<file path="config.mk">
export PLATFORM = sky130hd
export DESIGN_NAME = noc_merge_arb
export DESIGN_NICKNAME = d
export VERILOG_FILES = /design/src/rtl/noc_arb_pkg.sv /design/src/rtl/noc_merge_arb_hold_reg.sv /design/src/rtl/noc_merge_arb.sv
export SDC_FILE = /design/constraint.sdc
export NUM_CORES = 1
export LEC_CHECK = 0
export ABC_AREA = 1
export CAP_MARGIN = 40
export CORE_MARGIN = 3
export CORE_UTILIZATION = 40
export CTS_CLUSTER_DIAMETER = 120
export DETAILED_ROUTE_END_ITERATION = 8
export PLACE_DENSITY = 0.75
export SYNTH_ARGS = -nofsm -noshare
export SYNTH_HDL_FRONTEND = slang
export SYNTH_HIERARCHICAL = 1
export SYNTH_SLANG_ARGS = --single-unit
</file>
<file path="constraint.sdc">
create_clock -name CLK -period 2.2 [get_ports CLK]
set_clock_uncertainty 0.2 [all_clocks]
set_input_delay 0.44 -clock CLK [delete_from_list [all_inputs] [get_ports CLK]]
set_output_delay 0.44 -clock CLK [all_outputs]
set_load 0.005 [all_outputs]
</file>
<file path="src/rtl/noc_arb_pkg.sv">
// Shared types and constants for the NoC merge arbiter: FSM state encoding and flit layout.
package noc_arb_pkg;

  typedef enum logic [1:0] {
    IDLE  = 2'd0,
    LOCK0 = 2'd1,
    LOCK1 = 2'd2
  } arb_state_e;

  localparam int unsigned NOC_FLIT_W = 9;

  // Tail flag always sits in the flit MSB, whatever the configured width.
  function automatic int unsigned flit_tail_bit(input int unsigned w);
    return w - 1;
  endfunction

  localparam int unsigned NOC_TAIL_BIT = flit_tail_bit(NOC_FLIT_W);

endpackage

</file>
<file path="src/rtl/noc_merge_arb_hold_reg.sv">
// hold_reg: one-entry valid/ready holding register; accepts a new word in the same cycle it drains.
module hold_reg #(
  parameter int unsigned W = 9
) (
  input  logic         clk,
  input  logic         rst_n,
  input  logic [W-1:0] in_data,
  input  logic         in_valid,
  output logic         in_ready,
  output logic [W-1:0] out_data,
  output logic         out_valid,
  input  logic         out_ready
);

  assign in_ready = !out_valid || out_ready;

  always_ff @(posedge clk or negedge rst_n) begin
    if (!rst_n) begin
      out_valid <= 1'b0;
      out_data  <= '0;
    end else if (in_valid && in_ready) begin
      out_valid <= 1'b1;
      out_data  <= in_data;
    end else if (out_ready) begin
      out_valid <= 1'b0;
    end
  end

endmodule

</file>
<file path="src/rtl/noc_merge_arb.sv">
// noc_merge_arb: 2:1 round-robin merge that locks onto one requester for a whole packet and
// issues one route-select token per packet. NOC_MERGE_ARB_STATS_EN adds saturating packet counters.
module noc_merge_arb
  import noc_arb_pkg::*;
#(
  parameter int unsigned W       = NOC_FLIT_W,
  parameter int unsigned SEL_BIT = 0
) (
  input  logic         CLK,
  input  logic         _RESET,
  input  logic [W-1:0] In0_data,
  input  logic         In0_valid,
  output logic         In0_ready,
  input  logic [W-1:0] In1_data,
  input  logic         In1_valid,
  output logic         In1_ready,
  output logic [W-1:0] Out_data,
  output logic         Out_valid,
  input  logic         Out_ready,
  output logic         S_data,
  output logic         S_valid,
  input  logic         S_ready
`ifdef NOC_MERGE_ARB_STATS_EN
  ,
  output logic [15:0]  pkt_cnt0,
  output logic [15:0]  pkt_cnt1
`endif
);

  localparam int unsigned TAIL = flit_tail_bit(W);

  arb_state_e   state;
  logic         last_grant;
  logic         out_can;
  logic         s_can;
  logic         pick;
  logic         rdy0;
  logic         rdy1;
  logic         xfer0;
  logic         xfer1;
  logic         any_xfer;
  logic         head_xfer;
  logic [W-1:0] flit;

  // pick=1 selects In1; on a tie the requester that did not win last time goes next.
  always_comb begin
    pick = (In0_valid && In1_valid) ? ~last_grant : (In1_valid && !In0_valid);
    rdy0 = 1'b0;
    rdy1 = 1'b0;
    case (state)
      IDLE: begin
        rdy0 = In0_valid && !pick && out_can && s_can;
        rdy1 = In1_valid &&  pick && out_can && s_can;
      end
      LOCK0:   rdy0 = out_can;
      LOCK1:   rdy1 = out_can;
      default: ;
    endcase
  end

  // Readies are masked by reset so nothing is taken while the holding registers are cleared.
  assign In0_ready = rdy0 && _RESET;
  assign In1_ready = rdy1 && _RESET;
  assign xfer0     = In0_valid && In0_ready;
  assign xfer1     = In1_valid && In1_ready;
  assign any_xfer  = xfer0 || xfer1;
  assign head_xfer = (state == IDLE) && any_xfer;
  assign flit      = xfer1 ? In1_data : In0_data;

  hold_reg #(.W(W)) u_out_reg (
    .clk       (CLK),
    .rst_n     (_RESET),
    .in_data   (flit),
    .in_valid  (any_xfer),
    .in_ready  (out_can),
    .out_data  (Out_data),
    .out_valid (Out_valid),
    .out_ready (Out_ready)
  );

  hold_reg #(.W(1)) u_sel_reg (
    .clk       (CLK),
    .rst_n     (_RESET),
    .in_data   (flit[SEL_BIT]),
    .in_valid  (head_xfer),
    .in_ready  (s_can),
    .out_data  (S_data),
    .out_valid (S_valid),
    .out_ready (S_ready)
  );

  // A single-flit packet (head with tail set) never leaves IDLE.
  always_ff @(posedge CLK or negedge _RESET) begin
    if (!_RESET) begin
      state      <= IDLE;
      last_grant <= 1'b1;
    end else begin
      case (state)
        IDLE: begin
          if (head_xfer) begin
            last_grant <= xfer1;
            if (!flit[TAIL]) state <= xfer1 ? LOCK1 : LOCK0;
          end
        end
        LOCK0:   if (xfer0 && In0_data[TAIL]) state <= IDLE;
        LOCK1:   if (xfer1 && In1_data[TAIL]) state <= IDLE;
        default: state <= IDLE;
      endcase
    end
  end

`ifdef NOC_MERGE_ARB_STATS_EN
  logic [15:0] cnt0;
  logic [15:0] cnt1;

  always_ff @(posedge CLK or negedge _RESET) begin
    if (!_RESET) begin
      cnt0 <= '0;
      cnt1 <= '0;
    end else if (head_xfer) begin
      if (xfer0 && cnt0 != 16'hFFFF) cnt0 <= cnt0 + 16'd1;
      if (xfer1 && cnt1 != 16'hFFFF) cnt1 <= cnt1 + 16'd1;
    end
  end

  assign pkt_cnt0 = cnt0;
  assign pkt_cnt1 = cnt1;
`endif

endmodule

</file>
# Yosys cells after proc, flatten, opt, wreduce, memory -nomap -nowiden
# Index checks and enable logic that the tools add are counted.
dict set report word_totals {
  ff_bits 15
  out_inout_bits 14
  elab_cells 56
}
dict set report op_classes {
  n_eq_ne 6
  n_mux 14
  bitwise_logic 1
  reduce_logical 29
}
# operator count
set ops {}
lappend ops {{$logic_and A1 B1 Y1} 17}
lappend ops {{$mux W2} 5}
lappend ops {{$mux W9} 1}
lappend ops {{$ne A2 B2 Y1 const B} 3}
lappend ops {{$pmux W2 S3} 1}
lappend ops {{$mux W1} 5}
lappend ops {{$logic_not A1 Y1} 4}
lappend ops {{$pmux W1 S2} 2}
lappend ops {{$reduce_and A4 Y1} 1}
lappend ops {{$reduce_bool A2 Y1} 2}
lappend ops {{$logic_or A1 B1 Y1} 3}
lappend ops {{$eq A2 B1 Y1 const B} 1}
lappend ops {{$eq A2 B2 Y1 const B} 1}
lappend ops {{$logic_not A2 Y1} 1}
lappend ops {{$ne A2 B1 Y1 const B} 1}
lappend ops {{$reduce_and A2 Y1} 1}
lappend ops {{$not A1 Y1} 1}

# Depth between registers and ports, before layout
dict set report depth {
  depth_word 14
  depth_mapped 12
  depth_no_buf 12
}

# Cells and area by module
# The synthesis kept the hierarchy.
# mod instances cells_each area_per_inst_um2 seq_area_each_um2
set by_module_without_submodules {}
lappend by_module_without_submodules {{hold_reg at u_out_reg} 1 43 464.2 250.2}
lappend by_module_without_submodules {noc_merge_arb 1 70 385.4 76.3}
lappend by_module_without_submodules {{hold_reg at u_sel_reg} 1 9 82.6 50.0}

# Least setup slack after synthesis
# No wires, ideal clock.
dict set report synth_timing {
  path_kind {in2reg}
  startpoint {input port Out_ready}
  endpoint {register u_out_reg.out_data[0]}
  setup_time_ps 116
  t_arrival_ps 1426
  t_required_ps 1884
  setup_slack_ps 458
  cell_stages 11
  n_path_buf 2
  cell_sequence {inv_1 -> nand2_4 -> buf_12 -> nand2_1 -> inv_1 -> nand3_2 -> nand2_2 -> buf_6 -> nand2_4 -> nand2_1 -> nand2_1}
}
dict set report synth_via {
  elab_chain_len 8
  elab_cells_between_ends 14
  cone_classes {mux (3); reduce/logical (11)}
}
# item line
set synth_lines {}
lappend synth_lines {{start: declaration} noc_merge_arb.sv:19} ;# input logic Out_ready,
lappend synth_lines {{$logic_or A1 B1 Y1 (*)} noc_merge_arb_hold_reg.sv:15} ;# assign in_ready = !out_valid || out_ready;
lappend synth_lines {{via out_can} noc_merge_arb.sv:34} ;# logic out_can;
lappend synth_lines {{$logic_and A1 B1 Y1, on equally long branches (2 in series)} {noc_merge_arb.sv:52, noc_merge_arb.sv:53}}
lappend synth_lines {{$pmux W1 S2} noc_merge_arb.sv:50} ;# case (state)
lappend synth_lines {{$logic_and A1 B1 Y1, on equally long branches} {noc_merge_arb.sv:62, noc_merge_arb.sv:63}}
lappend synth_lines {{$logic_and A1 B1 Y1, on equally long branches} {noc_merge_arb.sv:64, noc_merge_arb.sv:65}}
lappend synth_lines {{$logic_or A1 B1 Y1 (*)} noc_merge_arb.sv:66} ;# assign any_xfer = xfer0 || xfer1;
lappend synth_lines {{via any_xfer} noc_merge_arb.sv:41} ;# logic any_xfer;
lappend synth_lines {{$logic_and A1 B1 Y1 (*)} noc_merge_arb_hold_reg.sv:21} ;# end else if (in_valid && in_ready) begin
lappend synth_lines {{end signal: assignment} noc_merge_arb_hold_reg.sv:23} ;# out_data <= in_data;
lappend synth_lines {{end: declaration} noc_merge_arb_hold_reg.sv:10} ;# output logic [W-1:0] out_data,
# Mark *: on every way through the listed nets, which the timed path passes. The rest lies on a longest branch.
# A chain may end at the register's enable or synchronous reset.

# Final worst setup path
dict set report layout_timing {
  startpoint {input port In0_valid}
  endpoint {output port In0_ready}
}
dict set report layout_via {
  elab_chain_len 9
  elab_cells_between_ends 10
  cone_classes {mux (2); reduce/logical (8)}
}
# item line
set layout_lines {}
lappend layout_lines {{start: declaration} noc_merge_arb.sv:12} ;# input logic In0_valid,
lappend layout_lines {{$logic_not A1 Y1} noc_merge_arb.sv:47} ;# pick = (In0_valid && In1_valid) ? ~last_grant : (In1_valid && !In0_valid);
lappend layout_lines {{$logic_and A1 B1 Y1} noc_merge_arb.sv:47}
lappend layout_lines {{$mux W1} noc_merge_arb.sv:47}
lappend layout_lines {{$logic_not A1 Y1} noc_merge_arb.sv:52} ;# rdy0 = In0_valid && !pick && out_can && s_can;
lappend layout_lines {{$logic_and A1 B1 Y1 (*) (3 in series)} noc_merge_arb.sv:52}
lappend layout_lines {{$pmux W1 S2 (*)} noc_merge_arb.sv:50}
lappend layout_lines {{$logic_and A1 B1 Y1 (*)} noc_merge_arb.sv:62} ;# assign In0_ready = rdy0 && _RESET;
lappend layout_lines {{end: declaration} noc_merge_arb.sv:13} ;# output logic In0_ready,
# Mark *: on every way between the ends. The rest lies on a longest branch, timed or not.

==> metrics.md <==
| Metric | Value |
|---|---|
| First-pass iteration count of the detailed router | 3 |
| Routability cong. | between 0.7 and 0.8 |
| Final Instance Count excl. Fillers | 202 |
| Synth Cell Area | 932 sq um |
| Synth top area share | 37.6% |
| Synth top cells by count | nand2_1 (61), dfrtp_1 (14), inv_1 (10) |
| Yosys warnings | 6 |
| Least-Margin Pin Slew | between 0.2 and 0.3 ns |
| Worst reg2reg path endpoint | u_sel_reg/out_data |
| Hold Path End | u_out_reg/out_data[0] |
| Worst setup margin | a little under 0.09 ns |
| CTS tree | yes |
| Slew margin rel. | 82.2% |
| Post-Place Setup Slack | -0.341 ns |
| Min-delay src | u_out_reg/out_data[0] |
| P_leak | roughly 0.75 nW |
| Distinct cells, synth | 20 |
| Worst Setup SP | In0_valid |
| Core ar. | 2080 sq um |
| Most common cell in the synthesized netlist | nand2_1 |
| Die width | 54.3 microns |
| Nets | 200 |
| Post-synth ARST share | 100% |
| Final critical-path share of the clock period | 95.9% |
| Status | finished, final reports clean |
| Antenna cell count | 0 |
| DP Wirelength | between 1.5 and 2 mm |
| Vias per Instance | 4.68 |
| WP data required | 1.56 ns |
| Grt total ovfl | 0 |
| Min Clock Period, post-route | 2.11 ns |
| Reg clk slew, reported paths | around 0.080 ns |
| H-tree depth | 1 |
| Top cells by area, synth | dfrtp_1 (38%), nand2_1 (25%), nand3_2 (9.7%), inv_1 (4.0%), nand3_1 (3.2%) |
| Syn_nets | 146 |
| Worst min-delay path class | register to register |
| Final hold violation count | 0 |
| Area Overhead vs Synth | 54.1% |
| CTS buffer count | 3 |
| Die area | ~3000 sq um |
| Max-Cap Viols | 0 |
| CTS Hold Buffers Added | 0 |
| Clock Path Buffers | 2 |
| VDD IR max | 656 uV |
| PwrDens | between 900 and 1000 nW/um^2 |
| Root Buffer Master | clkbuf_4 |
| Global-route wire length before repair | 3.70 mm |
| Num rows | 16 |
| Chip height | 54.3 microns |
| Reg2reg setup slack | 0.27 ns |
| Initial Utilization | 44.8% |
| I/O Pins | 38 |
| Worst R2R Start | state[1] |
| Register area | 377 sq um |
| Port buffer count | 37 |
| DRT iter0 DRCs | 9 |
| CP Class | input port to output pin |
| Sink Count | 15 |
| WP data arrival | between 1 and 1.5 ns |
| Area of the multi-input gates | 487 sq um |
| Worst hold stages | 2 |
| R2R cell count | 11 |
| Initial antenna violation count | 0 |
| Top FF cell, synth | dfrtp_1 |
| Worst-path fanout max | 3 |
| Finished Core Util | 69.0% |
| Ratio of cells with drive above 1 in the final layout | 22.9% |
| Cell taking the most area after synthesis | dfrtp_1 |
| Vias in the first global route | 882 |
| Peak Freq | ~470 MHz |
| Placed cells | 197 |
| Register area share after synthesis | 40.4% |
| Largest net degree at the start of global routing | 16 |
| Post-synth EDFFs | 0 |
| Mapped Cells | roughly 120 |
| Worst setup EP type | output pin |
| DRC viols | 0 |
| Max-slew violations | 0 |
| DR WL/cell | about 11 microns |
| Detail Route Antenna Nets | 0 |
| GRT Total Usage | 17.3% |
| Post-Syn Area per Cell | 7.64 sq um |
| Post-synthesis register bit count | 15 |
| Crit start category | input port |
| Fillers | between 150 and 200 |
| Final setup violation count | 0 |
| Skew-Pair Late Insertion Delay | about 0.28 ns |
| Total routed wirelength | 2.30 mm |
| Detailed-route via count | 946 |
[sequential cells by signal, indices dropped and copies added, names as in the netlist]
name                 cells
u_sel_reg/out_data       1
state                    2
u_out_reg/out_valid      1
u_sel_reg/out_valid      1
u_out_reg/out_data       9
last_grant               1
[worst max-delay path by stage]
stage | end | slack [ns] | depth (start not counted)
final | In0_ready | 0.09 | 5
after global routing | In0_ready | -0.01 | 5
after CTS | In0_ready | 0.05 | 8
after detailed placement | In0_ready | -0.34 | 8
after global placement | In0_ready | -0.28 | 8
after floorplan | u_out_reg/out_data[0] | 0.46 | 11
[through the flow]
stage | total power [mW] | TNS (ns) | hold slack, ns | cell area [sq um]
after floorplan | 0.819 | 0 | -0.0556 | 932
after global placement | 1.16 | -1.01 | 0.253 | 1400
after detailed placement | 1.18 | -2.00 | 0.263 | 1400
after CTS | 1.35 | 0 | 0.289 | 1430
after global routing | 1.45 | -0.0129 | 0.311 | 1440
final | 1.34 | 0 | 0.284 | 1440
[layout by cell type (no fill, tap or decap), drive strengths merged]
cell type      instances
dfrtp                 14
nand3                 15
and2                   1
a21oi                  3
nor2                   4
o21bai                 2
a31oi                  1
dlymetal6s2s           1
clkbuf                 4
clkdlybuf4s50         34
dfstp                  1
nand2                 66
buf                   17
inv                   10
a21boi                 1
nand4                  1
[power breakdown]
part	internal [mW]	switching [mW]
clock	0.0705	0.0857
sequential	0.396	0.0685
combinational	0.381	0.336
[area by class of cell]
type | count | share of cell area (%)
Clock buffer | 4 | 1.83
Inverter | 10 | 2.61
Multi-Input combinational cell | 94 | 33.9
Sequential cell | 15 | 26.2
Tap cell | 27 | 2.35
Timing Repair Buffer | 52 | 33.1
[critical path, stage by stage]
cell             delay (ns)
clkdlybuf4s50_1        0.50
a21boi_0               0.18
nand2_1                0.11
a21oi_2                0.12
buf_2                  0.12
[cells by family after synthesis]
group	share of synthesized area, %
AND/OR/NAND/NOR	45.9
flip-flops	40.4
buffers and inverters	8.59
AO/OA/AOI/OAI	5.10
[per-layer routing]
| metal | track usage (%) | share of wire (%) | vias to the layer above |
|---|---|---|---|
| met1 | 20.5 | 42 | 424 |
| met4 | 3.73 | 1.3 | 0 |
| met5 | 0 | 0 | - |
| met2 | 30.1 | 50 | 24 |
| met3 | 5.72 | 5.9 | 5 |
| li1 | - | - | 493 |
[repair_timing]
item,in CTS,in global routing
buffers inserted,1,0
pin swaps,3,3
endpoints found under the setup margin,2,4
gates resized for setup,9,3
Power figures use the tool's default switching activity.
==> RTL edit 1: new RTL, same flow settings <==
Add a define of `NOC_MERGE_ARB_STATS_EN`.
--- a/src/rtl/noc_merge_arb.sv
+++ b/src/rtl/noc_merge_arb.sv
@@ -1,5 +1,7 @@
 // noc_merge_arb: 2:1 round-robin merge that locks onto one requester for a whole packet and
 // issues one route-select token per packet. NOC_MERGE_ARB_STATS_EN adds saturating packet counters.
+`define NOC_MERGE_ARB_STATS_EN
+
 module noc_merge_arb
   import noc_arb_pkg::*;
 #(
Formal check against the unedited RTL (old outputs only; new: pkt_cnt0 and pkt_cnt1): equivalent (Yosys induction, for registers that start in step).
==> RTL edit 1 against the unedited design <==
- total power grew to 2.7 times the old value
- setup slack got worse by 0.036 ns
- synthesized area increased to 3.0 times the old value
- first-iteration DRC count increased to 17 times the old value
- sequential cell count up 32
- via count increased to 2.7 times the old value
- routed wire length grew to 3.0 times the old value
- register-to-register slack got worse by 0.11 ns
- design area rose to 2.7 times the old value
- sequential power grew to 3.0 times the old value
- critical path type unchanged
- critical endpoint unchanged
- largest cell class unchanged
==> RTL edit 1: results (changes against the unedited design) <==
outcome finished clean; HP Class in -> async; R2R Path Start pkt_cnt0[0]; Power Sequential 1380 uW (+200%); Hold Worst Slack 0.0770 ns (-0.207 ns); final wirelength 6950 um (+200%); H-tree Lvls 2 (+1); r2r endpoint pkt_cnt0[5]; Plain + repair buffers 92 (+77%); P_clk 757 uW (+390%); IO buf count 69 (+86%); Layout clock buffers 5 (+1); sequential share of cell area 0.304 (+0.0419); Worst EP arrival 1.51 ns (+0.04 ns); Post-Place Setup Slack -0.370 ns (-0.0296 ns); Worst-Skew Late Latency 0.30 ns (+0.02 ns); Pre-Repair DR Iteration Count 4 (+1); Seq/Total Area, Yosys 0.420 (+0.0164); fin nets 467 (+130%); Unique masters post-synth 33 (+65%); DR iter-0 viols 155 (+146); Leakage 0.00179 uW (+140%); multi-input logic area 1450 um^2 (+200%); synth cell count leaders 127 x nand2_1, 46 x dfrtp_1, 28 x inv_1, 19 x nand3_1, 19 x xor2_1; Switching Fraction 0.351 (-0.0159); Syn Area/Cell 8.00 um^2 (+4.7%)
==> RTL edit 1: worst max-delay path, delay by kind of cell <==
family	cells	cell delay, ns
compound gates	2	0.34
simple gates	1	0.11
buf+inv	2	0.63
==> RTL edit 1: repair_timing <==
item                       4_1_cts  5_1_grt
buffers inserted                 1        1
pin swaps                        1        3
hold endpoints to repair         0        0
resized for setup                7        8
setup endpoints to repair        2       16
gates cloned                     0        1
==> RTL edit 1: metal layers <==
layer	vias up	part of all wire	track usage
met5	-	0	0
met4	0	0.0086	0.0582
met3	5	0.052	0.0328
met2	57	0.48	0.295
met1	1229	0.46	0.244
li1	1299	-	-
==> RTL edit 1: cells by family (layout without fill, tap and decap cells) <==
family	count (synthesis)	after routing	synth area share
DFF	47	47	0.420
AOI/OAI and AO/OA	26	26	0.0603
xor gates and xnor gates	26	26	0.0813
adders and majority gates	2	2	0.00894
buffers and inverters	40	132	0.0715
and+or+nand+nor	209	209	0.357
==> RTL edit 2: new RTL, same flow settings <==
Made on the original files. Re-encode `arb_state_e` (3 states) as one-hot, 3 bits wide.
--- a/src/rtl/noc_arb_pkg.sv
+++ b/src/rtl/noc_arb_pkg.sv
@@ -1,10 +1,10 @@
 // Shared types and constants for the NoC merge arbiter: FSM state encoding and flit layout.
 package noc_arb_pkg;
 
-  typedef enum logic [1:0] {
-    IDLE  = 2'd0,
-    LOCK0 = 2'd1,
-    LOCK1 = 2'd2
+  typedef enum logic [2:0] {
+    IDLE  = 3'b001,
+    LOCK0 = 3'b010,
+    LOCK1 = 3'b100
   } arb_state_e;
 
   localparam int unsigned NOC_FLIT_W = 9;
Check against the original RTL: same outputs for any inputs over 10 cycles, from zero or initial values and one cycle with _RESET low; not proved beyond that.
==> RTL edit 2 against the unedited design <==
- cell count shrank 0.50%
- design area grew 0.35%
- sequential cell count grew 1
- total power shrank 3.5%
- clock power shrank 4%
- critical endpoint is now In1_ready
- synthesized area grew 4.0%
- routed wire length grew 1.7%
- highest routed layer unchanged
- sequential power grew 5.4%
- setup slack gained 0.013 ns
- critical path depth grew 1
- largest cell class unchanged
==> RTL edit 2: results (changes against the unedited design) <==
placer congestion estimate 0.713 (-3.5%); GRT Total Usage 0.171 (-0.00172); CTS max path bufs 2 (unchanged); vias in the first global route 948 (+7.5%); Unique masters post-synth 23 (+15%); Max stage delay cell, worst path clkdlybuf4s50_1; Critical Path Max Stage Delay 0.45 ns (-0.05 ns); Post-Route M1 WL 984 um (+0.72%); Max VDD drop 0.622 mV (-5.3%); R2R Path Start state[0]; IO buf count 37 (unchanged); synth cell count leaders 58 x nand2_1, 14 x dfrtp_1, 10 x inv_1, 10 x nand3_2, 7 x nand3_1; Net Count, Synth 149 (+2.1%); GR met3 Demand/Resource 0.0397 (-0.0175); H-tree Lvls 1 (unchanged); Max Slew Vio Count 0 (unchanged); Main synth FF type dfrtp_1; biggest regs u_out_reg/out_data: 9 flops, state: 3 flops; Hold Startpoint u_out_reg/out_data[3]; final worst path period share 0.953 (-0.00609); Met2 Wirelength 1250 um (+7.8%); largest net degree at the start of global routing 17 (+1); Finished Layout Cells 201 (-0.50%); DR iter-0 viols 8 (-1); grt met1 use 0.201 (-0.00426); Routed met3 length 88 um (-35%); Critical Path End In1_ready; first-pass GRT wire length 4260 um (+15%); Post-Place Setup Slack -0.386 ns (-0.0456 ns); Reg2Reg Depth 11 (unchanged); crit-path max FO 3 (unchanged); r2r endpoint u_out_reg/out_data[0]; DP Area 1420 um^2 (+1.4%); Reg area 403 um^2 (+7.0%); outcome finished clean; final wirelength 2340 um (+1.7%); Synth Warn # 6 (unchanged); FILL cells 212 (+18%); R2R Setup Slk 0.36 ns (+0.09 ns); post-CTS setup buffers 0 (-1); Hold Worst Slack 0.273 ns (-0.0116 ns); clk slew on worst S/H paths 0.08 ns (about the same); ratio of cells with drive above 1 in the final layout 0.225 (-0.00314); vias per cell 4.62 (-1.4%); Post-Synthesis Cells 125 (+2.5%); actual slew at the worst max-slew pin 0.243 ns (-0.0243 ns); post-cts gate resize count 5 (-4); HPWL after detailed placement 1970 um (+6.1%); Synth area leaders dfrtp_1 36%, nand2_1 22%, nand3_2 10%; GRT met2 Usage 0.306 (+0.00495); Pre-Repair DR Iteration Count 3 (unchanged); antenna violations before repair 0 (unchanged); WHS Endpoint u_out_reg/out_data[3]; crit path launch Out_ready; Worst-Skew Late Latency 0.29 ns; Seq/Total Area, Yosys 0.415 (+0.0115); P_int 836 uW (-1.3%); Leakage 0.000767 uW (+1.8%); final antenna diode count 0 (unchanged)
## RTL edit 2: cell count changes after synthesis, sizes merged
| cell | delta |
|---|---|
| and2 | -1 |
| clkinv | +1 |
| dfstp | +1 |
| inv | +1 |
| nand2 | -1 |
| nand3 | +2 |
| nor2 | -1 |
| nor3 | +1 |
| o21ai | +1 |
| o21bai | -1 |
## RTL edit 2: kinds of logic (layout without fill, tap and decap cells)
logic type	Yosys count	in the layout	share of synthesized area
AO/OA/AOI/OAI	7	7	0.0465
AND/OR/NAND/NOR	87	87	0.450
buffers and inverters	15	63	0.0877
flip-flops	16	16	0.415
## RTL edit 2: cell type report
class | count | area share
tap | 28 | 0.0243
clock buffer | 3 | 0.0156
timing repair buffer | 48 | 0.312
sequential | 16 | 0.280
multi-input combinational | 94 | 0.337
inverter | 12 | 0.0321
## RTL edit 2: power by group through the flow
stage	combinational [uW]	clock (uW)	sequential [uW]
after floorplan	305	0	500
after global placement	638	0	493
after detailed placement	663	0	497
after CTS	660	160	492
after global routing	720	174	504
final	651	150	490
